File: src/rtl/i2c_domain_target_if.sv
// i2c_domain_target_if: pad, domain and write-notify signals between an I2C target and its environment.
interface i2c_domain_target_if #(parameter int NREGS = 4);
    localparam int AW = $clog2(NREGS);
    logic          domain_i2c;
    logic          scl_i;
    logic          sda_i;
    logic          sda_oe;
    logic          wr_strobe;
    logic [AW-1:0] wr_addr;
    logic [7:0]    wr_data;
    logic          busy;
    modport master (output domain_i2c, scl_i, sda_i, input sda_oe, wr_strobe, wr_addr, wr_data, busy);
    modport slave  (input domain_i2c, scl_i, sda_i, output sda_oe, wr_strobe, wr_addr, wr_data, busy);
endinterface

File: src/rtl/i2c_domain_target.sv
// i2c_domain_target: domain-gated I2C target serving an NREGS x 8 register bank.
module i2c_domain_target #(
    parameter logic [6:0] ADDR    = 7'h10,
    parameter logic       DOMAIN  = 1'b0,
    parameter int         NREGS   = 4,
    parameter logic [7:0] RST_VAL = 8'h00
) (
    input logic             clk,
    input logic             rst,
    i2c_domain_target_if.slave bus
);
    localparam int AW = $clog2(NREGS);
    typedef enum logic [3:0] {
        S_IDLE, S_ADDR, S_A_ACK, S_PTR, S_P_ACK, S_WDATA, S_D_ACK, S_RDATA, S_M_ACK, S_WAIT
    } state_t;
    state_t        state, state_n;
    logic [1:0]    scl_s, sda_s;
    logic          scl_d, sda_d, scl, sda, rise, fall, start, stop, active, abort;
    logic [3:0]    cnt, cnt_n;
    logic [7:0]    sh, sh_n;
    logic [AW-1:0] ptr, ptr_n, wr_addr;
    logic [7:0]    wr_data;
    logic [7:0]    bank [NREGS];
    logic          oe, oe_n, busy, busy_n, we, wr_strobe;
    assign scl    = scl_s[1];
    assign sda    = sda_s[1];
    assign rise   = scl & ~scl_d;
    assign fall   = ~scl & scl_d;
    assign start  = scl & scl_d & sda_d & ~sda;
    assign stop   = scl & scl_d & ~sda_d & sda;
    assign active = state inside {S_A_ACK, S_PTR, S_P_ACK, S_WDATA, S_D_ACK, S_RDATA, S_M_ACK};
    assign abort  = active && (bus.domain_i2c != DOMAIN);
    assign bus.sda_oe    = oe;
    assign bus.busy      = busy;
    assign bus.wr_strobe = wr_strobe;
    assign bus.wr_addr   = wr_addr;
    assign bus.wr_data   = wr_data;
    always_comb begin
        state_n = state;
        cnt_n   = cnt;
        sh_n    = sh;
        ptr_n   = ptr;
        oe_n    = oe;
        busy_n  = busy;
        we      = 1'b0;
        if (start) begin
            state_n = S_ADDR;
            cnt_n   = 4'd0;
            oe_n    = 1'b0;
        end else if (stop) begin
            state_n = S_IDLE;
            oe_n    = 1'b0;
            busy_n  = 1'b0;
        end else if (abort) begin
            state_n = S_WAIT;
            oe_n    = 1'b0;
        end else if (rise) begin
            if (state inside {S_ADDR, S_PTR, S_WDATA}) begin
                sh_n  = {sh[6:0], sda};
                cnt_n = cnt + 4'd1;
            end else if (state == S_RDATA) begin
                cnt_n = cnt + 4'd1;
            end else if (state == S_M_ACK) begin
                state_n = sda ? S_WAIT : state;
                ptr_n   = sda ? ptr : ptr + 1'b1;
            end
        end else if (fall) begin
            case (state)
                S_ADDR: if (cnt == 4'd8) begin
                    // an ACK is only ever driven for our own address in our own domain
                    if (sh[7:1] == ADDR && bus.domain_i2c == DOMAIN) begin
                        state_n = S_A_ACK;
                        oe_n    = 1'b1;
                        busy_n  = 1'b1;
                    end else begin
                        state_n = S_WAIT;
                    end
                end
                S_A_ACK: begin
                    cnt_n   = 4'd0;
                    state_n = sh[0] ? S_RDATA : S_PTR;
                    sh_n    = sh[0] ? bank[ptr] : sh;
                    oe_n    = sh[0] ? ~bank[ptr][7] : 1'b0;
                end
                S_PTR: if (cnt == 4'd8) begin
                    ptr_n   = sh[AW-1:0];
                    state_n = S_P_ACK;
                    oe_n    = 1'b1;
                end
                S_P_ACK, S_D_ACK: begin
                    state_n = S_WDATA;
                    cnt_n   = 4'd0;
                    oe_n    = 1'b0;
                end
                S_WDATA: if (cnt == 4'd8) begin
                    we      = 1'b1;
                    ptr_n   = ptr + 1'b1;
                    state_n = S_D_ACK;
                    oe_n    = 1'b1;
                end
                S_RDATA: begin
                    state_n = (cnt == 4'd8) ? S_M_ACK : state;
                    sh_n    = {sh[6:0], 1'b0};
                    oe_n    = (cnt == 4'd8) ? 1'b0 : ~sh[6];
                end
                S_M_ACK: begin
                    state_n = S_RDATA;
                    cnt_n   = 4'd0;
                    sh_n    = bank[ptr];
                    oe_n    = ~bank[ptr][7];
                end
                default: ;
            endcase
        end
    end
    always_ff @(posedge clk or posedge rst) begin
        if (rst) begin
            state     <= S_IDLE;
            scl_s     <= 2'b11;
            sda_s     <= 2'b11;
            scl_d     <= 1'b1;
            sda_d     <= 1'b1;
            cnt       <= 4'd0;
            sh        <= 8'd0;
            ptr       <= '0;
            oe        <= 1'b0;
            busy      <= 1'b0;
            wr_strobe <= 1'b0;
            wr_addr   <= '0;
            wr_data   <= 8'd0;
            for (int i = 0; i < NREGS; i++) bank[i] <= RST_VAL;
        end else begin
            scl_s     <= {scl_s[0], bus.scl_i};
            sda_s     <= {sda_s[0], bus.sda_i};
            scl_d     <= scl;
            sda_d     <= sda;
            state     <= state_n;
            cnt       <= cnt_n;
            sh        <= sh_n;
            ptr       <= ptr_n;
            oe        <= oe_n;
            busy      <= busy_n;
            wr_strobe <= we;
            if (we) begin
                bank[ptr] <= sh;
                wr_addr   <= ptr;
                wr_data   <= sh;
            end
        end
    end
endmodule

File: src/flat_wrapper.sv
// flat-port wrapper written by rule: the top's interface ports become plain ports
module i2c_domain_target_flat 
#(
    parameter logic [6:0] ADDR    = 7'h10,
    parameter logic       DOMAIN  = 1'b0,
    parameter int         NREGS   = 4,
    parameter logic [7:0] RST_VAL = 8'h00
)
  (clk, rst, bus_domain_i2c, bus_scl_i, bus_sda_i, bus_sda_oe, bus_wr_strobe, bus_wr_addr, bus_wr_data, bus_busy);
  i2c_domain_target_if #(.NREGS(NREGS)) bus_i ();
  input logic clk;
  input logic rst;
  input wire logic [$bits(bus_i.domain_i2c)-1:0] bus_domain_i2c;
  input wire logic [$bits(bus_i.scl_i)-1:0] bus_scl_i;
  input wire logic [$bits(bus_i.sda_i)-1:0] bus_sda_i;
  output wire logic [$bits(bus_i.sda_oe)-1:0] bus_sda_oe;
  output wire logic [$bits(bus_i.wr_strobe)-1:0] bus_wr_strobe;
  output wire logic [$bits(bus_i.wr_addr)-1:0] bus_wr_addr;
  output wire logic [$bits(bus_i.wr_data)-1:0] bus_wr_data;
  output wire logic [$bits(bus_i.busy)-1:0] bus_busy;
  assign bus_i.domain_i2c = bus_domain_i2c;
  assign bus_i.scl_i = bus_scl_i;
  assign bus_i.sda_i = bus_sda_i;
  assign bus_sda_oe = bus_i.sda_oe;
  assign bus_wr_strobe = bus_i.wr_strobe;
  assign bus_wr_addr = bus_i.wr_addr;
  assign bus_wr_data = bus_i.wr_data;
  assign bus_busy = bus_i.busy;
  i2c_domain_target #(.ADDR(ADDR), .DOMAIN(DOMAIN), .NREGS(NREGS), .RST_VAL(RST_VAL)) u_core (.clk(clk), .rst(rst), .bus(bus_i));
endmodule
File: config.mk
export PLATFORM = sky130hd
export DESIGN_NAME = i2c_domain_target_flat
export DESIGN_NICKNAME = d
export VERILOG_FILES = /design/src/rtl/i2c_domain_target_if.sv /design/src/rtl/i2c_domain_target.sv /design/src/flat_wrapper.sv
export SDC_FILE = /design/constraint.sdc
export NUM_CORES = 1
export LEC_CHECK = 0
export CAP_MARGIN = 10
export CORE_ASPECT_RATIO = 0.7
export CORE_UTILIZATION = 47
export DETAILED_ROUTE_END_ITERATION = 10
export PLACE_DENSITY = 0.74
export SYNTH_ARGS = -nofsm -noshare
export SYNTH_HDL_FRONTEND = slang
export SYNTH_SLANG_ARGS = --single-unit
File: constraint.sdc
create_clock -name clk -period 7.27 [get_ports clk]
set_clock_uncertainty 0.1 [all_clocks]
set_input_delay 1.454 -clock clk [delete_from_list [all_inputs] [get_ports clk]]
set_output_delay 1.454 -clock clk [all_outputs]
set_load 0.005 [all_outputs]
==> results.toml, run 1 <==
[placement]
detailed_place_hpwl_um = 5170
count_of_input_and_output_buffers = 17
routability_congestion_estimate_from_global_placement = 0.895
dpl_worst_slack_ns = 3.64

[timing]
setup-violations-final = 0
min_period_over_period = 0.446
maxSlewViolCount = 0
max-slew-margin-rel = 0.419
final_period_minus_worst_setup_slack_ns = 3.24
hold_viol_final = 0
setup_slack_ns = 4.03
rsz0062_at_grt = "no"
setup_tns_final_ns = 0
fmaxAchievable_mhz = 309
tightest_slew_ns = 0.872
timing.hold.ws_ns = 0.258

[synthesis]
yosysUniqueCellTypes = 57
synth-seq-cells = 69
ys_top_cells_by_area = "dfrtp_1 (43%), mux2_2 (13%), mux4_2 (4.9%)"
post-synth-top-area-cell = "dfrtp_1"
synthCells = 312
number_of_flops_mapped_to_enable_cells_by_yosys = 0
synth.avg_cell_area_um2 = 11.7
postSynthNetCount = 326
fraction_of_registers_with_async_set_or_reset_after_synthesis = 1.00
yosys_most_used_dff = "dfrtp_1"
yosys.cell_count.top_type = "dfrtp_1"
ys_top_cells_by_count = "dfrtp_1 (63), mux2_2 (43), inv_1 (20)"
synth-warning-count = 0
yosysTopAreaCellShare = 0.431
netlist_area_um2 = 3660
seq_area_frac_synth = 0.474

[run_status]
outcome = "finished clean"

[route]
via_per_instance_ratio = 5.65
route.vias.total = 2413
routed_wirelength_um = 7720
ant_nets = 0
drt_drc_violations_left = 0
wirelength_per_cell_um = 18.1
drt_first_pass_iters = 4
drt_first_iter_violations = 155

[finish]
layout-drive-gt1-share = 0.286
fill_cell_count = 625
syn2layout_area_growth_pct = 12.2
nets = 338
final-seq-area_um2 = 1730
multi_input_area_um2 = 1760
num_antenna_cells = 0

[die]
chipHeight_um = 75.8
fp.dieArea_um2 = 8140
ioPinCount = 18
die_x_um = 107
placeableCoreArea_um2 = 7420
initial_core_util = 0.493
floorplan.rows = 26

[global_routing]
grt_start_max_net_pins = 70
grt_overflow_total = 0
antenna_found_initial = 0
track_usage = 0.212
grt_first_pass_wirelength_um = 12800
number_of_global_route_vias_before_repair = 2373

[clock_tree]
cts_tree = "built"
clock-root-buffer = "clkbuf_8"
cts.repair.resized = 0
htree_levels = 3
clock_path_buffers = 2
cts.sink_count = 69
cts_made_buffers = 9
cts_setup_buffers = 0
clock_latency_ns = 0.36
post_cts_hold_buffer_count = 0
clk_pin_slew_ns = 0.08

[worst_setup_path]
critical_path_at_ns = 3.38
worstPathMaxFanout = 9
worst_setup_path_start_kind = "input port"
regToRegSetupSlack_ns = 4.22
ff_to_ff_path_depth = 6
critPathRequiredTime_ns = 7.41
critical_path_class = "in2reg"
setup.worst_path.end_class = "flip-flop"
reg2reg_to = "u_core.sh[4]$_DFFE_PP0P_"
timing.rr.start = "u_core.scl_s[1]$_DFF_PP1_"

[worst_hold_path]
holdCritStartpoint = "u_core.scl_s[0]$_DFF_PP1_"
min_delay_endpoint = "u_core.scl_s[1]$_DFF_PP1_"
worst_hold_path.num_cells = 0
timing.hold.worst.class = "reg2reg"

[run]
timing.max_cap.violations = 0

[power]
ir_drop_mv = 0.129
power_density_nw_per_um2 = 231
power.leakage_nw = 1.81
==> where the power goes <==
part / leakage (nW) / switching (mW) / internal (mW)
registers: 0.931 / 0.0545 / 0.403
logic: 0.767 / 0.0603 / 0.0632
clock network: 0.113 / 0.167 / 0.199
total: 1.81 / 0.282 / 0.665
==> final cells by class <==
cell class / instances / share of cell area
clock buffers: 9 / 0.0302
clock inverters: 7 / 0.0256
inverters: 20 / 0.0183
multi-input cells: 205 / 0.428
flip-flops and latches: 69 / 0.423
well taps: 98 / 0.0299
repair buffers: 19 / 0.0451
==> per-layer routing <==
layer  track usage  share of wire  vias up  wire [um]
li1              -              -     1141          -
met1         0.310           0.51     1200       3920
met2         0.317           0.43       64       3340
met3        0.0547          0.050        8        388
met4        0.0563         0.0092        0         71
met5             0              0        -          0
==> worst max-delay path: stages <==
cell and delay [ns]:
clkdlybuf4s50_1 0.51, a21boi_4 0.21, or2_1 0.38, a211oi_4 0.48, mux2_4 0.35
==> through the flow <==
stage               power [mW]  cells  area (um^2)  utilization
floorplan                0.552    312         3660            -
global placement         0.584    411         3870        0.522
detailed placement       0.588    411         3870        0.522
finish                   0.947    427         4100        0.553
global route             0.988    427         4100        0.553
CTS                      0.952    427         4100        0.553
==> worst max-delay path by stage <==
| stage | to | depth (start not counted) | from | slack [ns] |
|---|---|---|---|---|
| final | u_core.sh[4]$_DFFE_PP0P_ | 5 | bus_domain_i2c | 4.03 |
| after CTS | u_core.sh[3]$_DFFE_PP0P_ | 5 | bus_domain_i2c | 4.02 |
| after global placement | u_core.sh[2]$_DFFE_PP0P_ | 5 | bus_domain_i2c | 3.71 |
| after floorplan | u_core.bank[0]$_DFFE_PP0P_ | 1 | rst | 3.99 |
| after global routing | u_core.sh[4]$_DFFE_PP0P_ | 5 | bus_domain_i2c | 3.94 |
| after detailed placement | u_core.sh[4]$_DFFE_PP0P_ | 5 | bus_domain_i2c | 3.64 |
==> cell families after synthesis <==
group / after synthesis / share of synthesized area
xor+xnor: 3 / 0.00719
buf+inv: 38 / 0.0452
simple gates: 78 / 0.120
compound gates: 54 / 0.104
flops: 69 / 0.474
mux: 61 / 0.219
fa+ha+maj: 9 / 0.0308
==> placed cells by master (no fill, tap or decap), types with 6 or more instances in the layout <==
cell,n
inv_1,19
ha_1,9
mux2_4,7
a21oi_1,12
o21ai_0,15
dfstp_2,6
clkbuf_8,9
dfrtp_1,63
clkdlybuf4s50_1,17
mux4_2,8
nand2_1,19
nand2b_1,6
nor2_1,12
mux2_2,43
==> sequential cells by signal, indices dropped and copies added, names as in the netlist <==
signal / cells
u_core.sda_d: 1
u_core.sh: 8
u_core.bus.wr_data: 8
u_core.bus.wr_addr: 2
u_core.bank: 32
u_core.state: 4
u_core.scl_d: 1
u_core.scl_s: 2
u_core.sda_s: 2
u_core.ptr: 2
u_core.bus.wr_strobe: 1
u_core.bus.sda_oe: 1
u_core.bus.busy: 1
u_core.cnt: 4
(Power assumes the default switching activity.)
==> run 2, diff against run 1 <==
--- a/config.mk
+++ b/config.mk
@@ -9,7 +9,7 @@
 export CORE_ASPECT_RATIO = 0.7
 export CORE_UTILIZATION = 47
 export DETAILED_ROUTE_END_ITERATION = 10
-export PLACE_DENSITY = 0.74
+export PLACE_DENSITY = 0.76
 export SYNTH_ARGS = -nofsm -noshare
 export SYNTH_HDL_FRONTEND = slang
 export SYNTH_SLANG_ARGS = --single-unit
==> constraint.sdc (replaced) <==
create_clock -name clk -period 2.8 [get_ports clk]
set_clock_uncertainty 0.1 [all_clocks]
set_input_delay 0.56 -clock clk [delete_from_list [all_inputs] [get_ports clk]]
set_output_delay 0.56 -clock clk [all_outputs]
set_load 0.005 [all_outputs]
==> results.toml, run 2 (synthesis results as in run 1) <==
[finish]
fin_util = 0.561
flip_flop_count_of_the_largest_register_after_layout = 32
syn2layout_area_growth_pct = 13.9
layout-drive-gt1-share = 0.303
fill_cell_count = 635
multi_input_area_um2 = 1760
layout_commonest_cell = "dfrtp_1"
top_regs = "u_core.bank: 32 flops, u_core.bus.wr_data: 8 flops, u_core.sh: 8 flops"
max_flop_register = "u_core.bank"
most-common-layout-cells = "dfrtp_1 (63), mux2_2 (43), nand2_1 (19), inv_1 (19), clkdlybuf4s50_1 (17)"
final-seq-area_um2 = 1730
num_antenna_cells = 0
nets = 346

[die]
initial_core_util = 0.493
chipHeight_um = 75.8
fp.dieArea_um2 = 8140
placeableCoreArea_um2 = 7420
ioPinCount = 18
floorplan.rows = 26
die_x_um = 107

[timing]
final_period_minus_worst_setup_slack_ns = 2.57
tightest_slew_ns = 0.634
min_period_over_period = 0.916
setup_tns_final_ns = 0
setup-violations-final = 0
maxSlewViolCount = 0
max-slew-margin-rel = 0.578
rsz0062_at_grt = "no"
fmaxAchievable_mhz = 390
hold_viol_final = 0

[global_routing]
antenna_found_initial = 0
grt_start_max_net_pins = 70
number_of_global_route_vias_before_repair = 2439
track_usage = 0.203
grt_overflow_total = 0
grt_first_pass_wirelength_um = 12300

[worst_setup_path]
worst_setup_path_start_kind = "flip-flop"
setup.worst_path.end_class = "flip-flop"
critical_path_class = "reg2reg"
worstPathMaxFanout = 18
critPathRequiredTime_ns = 2.94
critical_path_at_ns = 2.70

[clock_tree]
clock_latency_ns = 0.36
post_cts_hold_buffer_count = 0
cts.repair.resized = 0
cts_made_buffers = 9
clock_path_buffers = 2
cts.sink_count = 69
cts_setup_buffers = 0
cts_tree = "built"
clk_pin_slew_ns = 0.08
htree_levels = 3
clock-root-buffer = "clkbuf_8"

[placement]
routability_congestion_estimate_from_global_placement = 0.909
count_of_input_and_output_buffers = 17
detailed_place_hpwl_um = 5210

[power]
ir_drop_mv = 0.275
power.leakage_nw = 1.85
power_density_nw_per_um2 = 567

[route]
drt_first_iter_violations = 148
route.vias.total = 2466
drt_drc_violations_left = 0
via_per_instance_ratio = 5.67
ant_nets = 0
routed_wirelength_um = 7350
wirelength_per_cell_um = 16.9
drt_first_pass_iters = 4

[run_status]
outcome = "finished clean"

[worst_hold_path]
timing.hold.worst.class = "reg2reg"

[run]
timing.max_cap.violations = 0
## run 2: cell count changes in the layout (fill, tap and decap cells not counted), sizes merged
| cell | before | now |
|---|---|---|
| buf | 2 | 10 |
| bufinv | 2 | 1 |
| clkinv | 0 | 1 |
## run 2: critical path: stages, from the launching register on
cell and delay [ns]:
dfstp_2 0.57, ha_1 0.28, buf_12 0.18, nand3b_1 0.12, o22ai_1 0.17, o21ai_1 0.16, a211oi_4 0.53, mux2_4 0.35
## run 2: metrics by stage
stage | setup slack, ns | hold WS (ns) | instance area, um^2 | std cells | total power [mW]
6_report | 0.234 | 0.257 | 4160 | 435 | 2.36
3_5_place_dp | 0.239 | 0.247 | 3960 | 419 | 1.54
5_1_grt | 0.138 | 0.260 | 4160 | 435 | 2.48
4_1_cts | 0.237 | 0.259 | 4160 | 435 | 2.38
3_3_place_gp | 0.318 | 0.246 | 3960 | 419 | 1.53
2_1_floorplan | 0.410 | 0.245 | 3660 | 312 | 1.43
## run 2: power by group
part	switching, mW	internal (mW)	leakage (nW)
Combinational	0.160	0.176	0.815
Sequential	0.133	1.05	0.931
Clock	0.421	0.425	0.103
## run 2: worst paths after layout
path / startpoint / endpoint / slack [ns] / depth (start not counted)
min: u_core.scl_s[0]$_DFF_PP1_ / u_core.scl_s[1]$_DFF_PP1_ / 0.26 / 0
max in group asynchronous: rst / u_core.scl_s[1]$_DFF_PP1_ / 1.81 / 3
min in group asynchronous: rst / u_core.bank[16]$_DFFE_PP0P_ / 0.48 / 3
max reg2reg: u_core.scl_s[1]$_DFF_PP1_ / u_core.sh[6]$_DFFE_PP0P_ / 0.23 / 7
max: u_core.scl_s[1]$_DFF_PP1_ / u_core.sh[6]$_DFFE_PP0P_ / 0.23 / 7
min reg2reg: u_core.scl_s[0]$_DFF_PP1_ / u_core.scl_s[1]$_DFF_PP1_ / 0.26 / 0
## run 2: layout make-up
class,instances,share of cell area
Multi-Input combinational cell,205,0.422
Sequential cell,69,0.416
Inverter,20,0.0180
Clock buffer,9,0.0297
Timing Repair Buffer,27,0.0649
Tap cell,98,0.0294
Clock inverter,7,0.0192
## run 2: layer usage
layer  share of wire  wire, um  vias to the layer above  global-route usage
met1            0.49      3620                     1208               0.296
met2            0.43      3190                       68               0.293
li1                -         -                     1181                   -
met3           0.064       473                        9              0.0582
met5               0         0                        -                   0
met4          0.0093        68                        0              0.0578
==> run 3, diff against run 2 <==
--- a/config.mk
+++ b/config.mk
@@ -5,11 +5,12 @@
 export SDC_FILE = /design/constraint.sdc
 export NUM_CORES = 1
 export LEC_CHECK = 0
+export ABC_AREA = 0
 export CAP_MARGIN = 10
 export CORE_ASPECT_RATIO = 0.7
 export CORE_UTILIZATION = 47
 export DETAILED_ROUTE_END_ITERATION = 10
-export PLACE_DENSITY = 0.76
+export PLACE_DENSITY = 0.74
 export SYNTH_ARGS = -nofsm -noshare
 export SYNTH_HDL_FRONTEND = slang
 export SYNTH_SLANG_ARGS = --single-unit
==> constraint.sdc (replaced) <==
create_clock -name clk -period 3.1 [get_ports clk]
set_clock_uncertainty 0.1 [all_clocks]
set_input_delay 0.62 -clock clk [delete_from_list [all_inputs] [get_ports clk]]
set_output_delay 0.62 -clock clk [all_outputs]
set_load 0.005 [all_outputs]
==> results.toml, run 3 (synthesis results as in run 1) <==
[worst_setup_path]
critical_path_class = "reg2reg"
reg2reg_to = "u_core.sh[6]$_DFFE_PP0P_"
critPathRequiredTime_ns = 3.22
regToRegSetupSlack_ns = 0.29
worstPathMaxFanout = 16
timing.rr.start = "u_core.scl_s[1]$_DFF_PP1_"
setup.worst_path.end_class = "flip-flop"
ff_to_ff_path_depth = 6
critical_path_at_ns = 2.93
worst_setup_path_start_kind = "flip-flop"

[finish]
fill_cell_count = 644
layout_commonest_cell = "dfrtp_1"
layout-drive-gt1-share = 0.296
final-seq-area_um2 = 1730
num_antenna_cells = 0
max_flop_register = "u_core.bank"
stdcell_count = 433
syn2layout_area_growth_pct = 13.0
nets = 344
top_regs = "u_core.bank: 32 flops, u_core.bus.wr_data: 8 flops, u_core.sh: 8 flops"
most-common-layout-cells = "dfrtp_1 (63), mux2_2 (43), nand2_1 (19), inv_1 (19), clkdlybuf4s50_1 (17)"
fin_util = 0.557
multi_input_area_um2 = 1760
flip_flop_count_of_the_largest_register_after_layout = 32

[power]
ir_drop_mv = 0.354
power_density_nw_per_um2 = 516
power.leakage_nw = 1.84
totalPowerFinal_mw = 2.13

[global_routing]
track_usage = 0.208
grt_first_pass_wirelength_um = 12700
antenna_found_initial = 0
grt_overflow_total = 0
grt_start_max_net_pins = 27
number_of_global_route_vias_before_repair = 2453

[timing]
setup_slack_ns = 0.289
max-slew-margin-rel = 0.537
hold_viol_final = 0
final_period_minus_worst_setup_slack_ns = 2.81
tightest_slew_ns = 0.695
fmaxAchievable_mhz = 356
maxSlewViolCount = 0
rsz0062_at_grt = "no"
setup_tns_final_ns = 0
setup-violations-final = 0
min_period_over_period = 0.907

[route]
drt_first_pass_iters = 5
ant_nets = 0
wirelength_per_cell_um = 17.3
drt_drc_violations_left = 0
routed_wirelength_um = 7510
drt_first_iter_violations = 237
via_per_instance_ratio = 5.80
route.vias.total = 2510

[clock_tree]
cts_made_buffers = 9
post_cts_hold_buffer_count = 0
htree_levels = 3
cts_tree = "built"
cts.sink_count = 69
clock_path_buffers = 2
cts_setup_buffers = 0
clock_latency_ns = 0.33
cts.repair.resized = 0
clk_pin_slew_ns = 0.07
clock-root-buffer = "clkbuf_8"

[run_status]
outcome = "finished clean"

[worst_hold_path]
worst_hold_path.num_cells = 0
min_delay_endpoint = "u_core.scl_s[1]$_DFF_PP1_"
timing.hold.worst.class = "reg2reg"
holdCritStartpoint = "u_core.scl_s[0]$_DFF_PP1_"

[die]
chipHeight_um = 75.8
initial_core_util = 0.493
floorplan.rows = 26
ioPinCount = 18
fp.dieArea_um2 = 8140
placeableCoreArea_um2 = 7420
die_x_um = 107

[placement]
routability_congestion_estimate_from_global_placement = 0.960
dpl_worst_slack_ns = 0.326
detailed_place_hpwl_um = 5450
dp_cell_count = 417
count_of_input_and_output_buffers = 17

[run]
timing.max_cap.violations = 0
-- run 3: worst max path at each step --
stage | cells after the start | slack (ns) | start | endpoint
finish | 6 | 0.29 | u_core.scl_s[1]$_DFF_PP1_ | u_core.sh[6]$_DFFE_PP0P_
global route | 6 | 0.15 | u_core.scl_s[1]$_DFF_PP1_ | u_core.sh[3]$_DFFE_PP0P_
CTS | 6 | 0.30 | u_core.scl_s[1]$_DFF_PP1_ | u_core.sh[6]$_DFFE_PP0P_
detailed placement | 6 | 0.33 | u_core.scl_s[1]$_DFF_PP1_ | u_core.sh[6]$_DFFE_PP0P_
global placement | 6 | 0.44 | u_core.scl_s[1]$_DFF_PP1_ | u_core.sh[5]$_DFFE_PP0P_
floorplan | 1 | 0.65 | rst | u_core.bank[0]$_DFFE_PP0P_
-- run 3: power breakdown --
group	switching, mW	internal (mW)	leakage (nW)	total [mW]
Sequential	0.132	0.946	0.931	1.08
Combinational	0.146	0.151	0.799	0.296
Clock	0.322	0.437	0.106	0.758
Total	0.599	1.53	1.84	2.13
-- run 3: per-layer routing --
metal | track usage | vias to the layer above | wire (um)
li1 | - | 1158 | -
met1 | 0.303 | 1245 | 3660
met2 | 0.308 | 93 | 3260
met3 | 0.0470 | 14 | 508
met4 | 0.0700 | 0 | 86
met5 | 0 | - | 0
-- run 3: area by class of cell --
type	instances	area share
Sequential cell	69	0.420
Clock buffer	13	0.0409
Clock inverter	3	0.0103
Multi-Input combinational cell	205	0.426
Inverter	20	0.0182
Tap cell	98	0.0297
Timing Repair Buffer	25	0.0557
-- run 3: metrics by stage --
step / cell area, um^2 / hold WS [ns]
4_1_cts: 4130 / 0.262
6_report: 4130 / 0.260
5_1_grt: 4130 / 0.269
2_1_floorplan: 3660 / 0.245
3_3_place_gp: 3920 / 0.246
3_5_place_dp: 3920 / 0.247
-- run 3: worst max-delay path, cell delays in order, from the launching register on --
cell	delay, ns
dfstp_2	0.56
ha_1	0.47
nand3b_1	0.26
o22ai_1	0.22
o21ai_1	0.16
a211oi_4	0.57
mux2_4	0.35
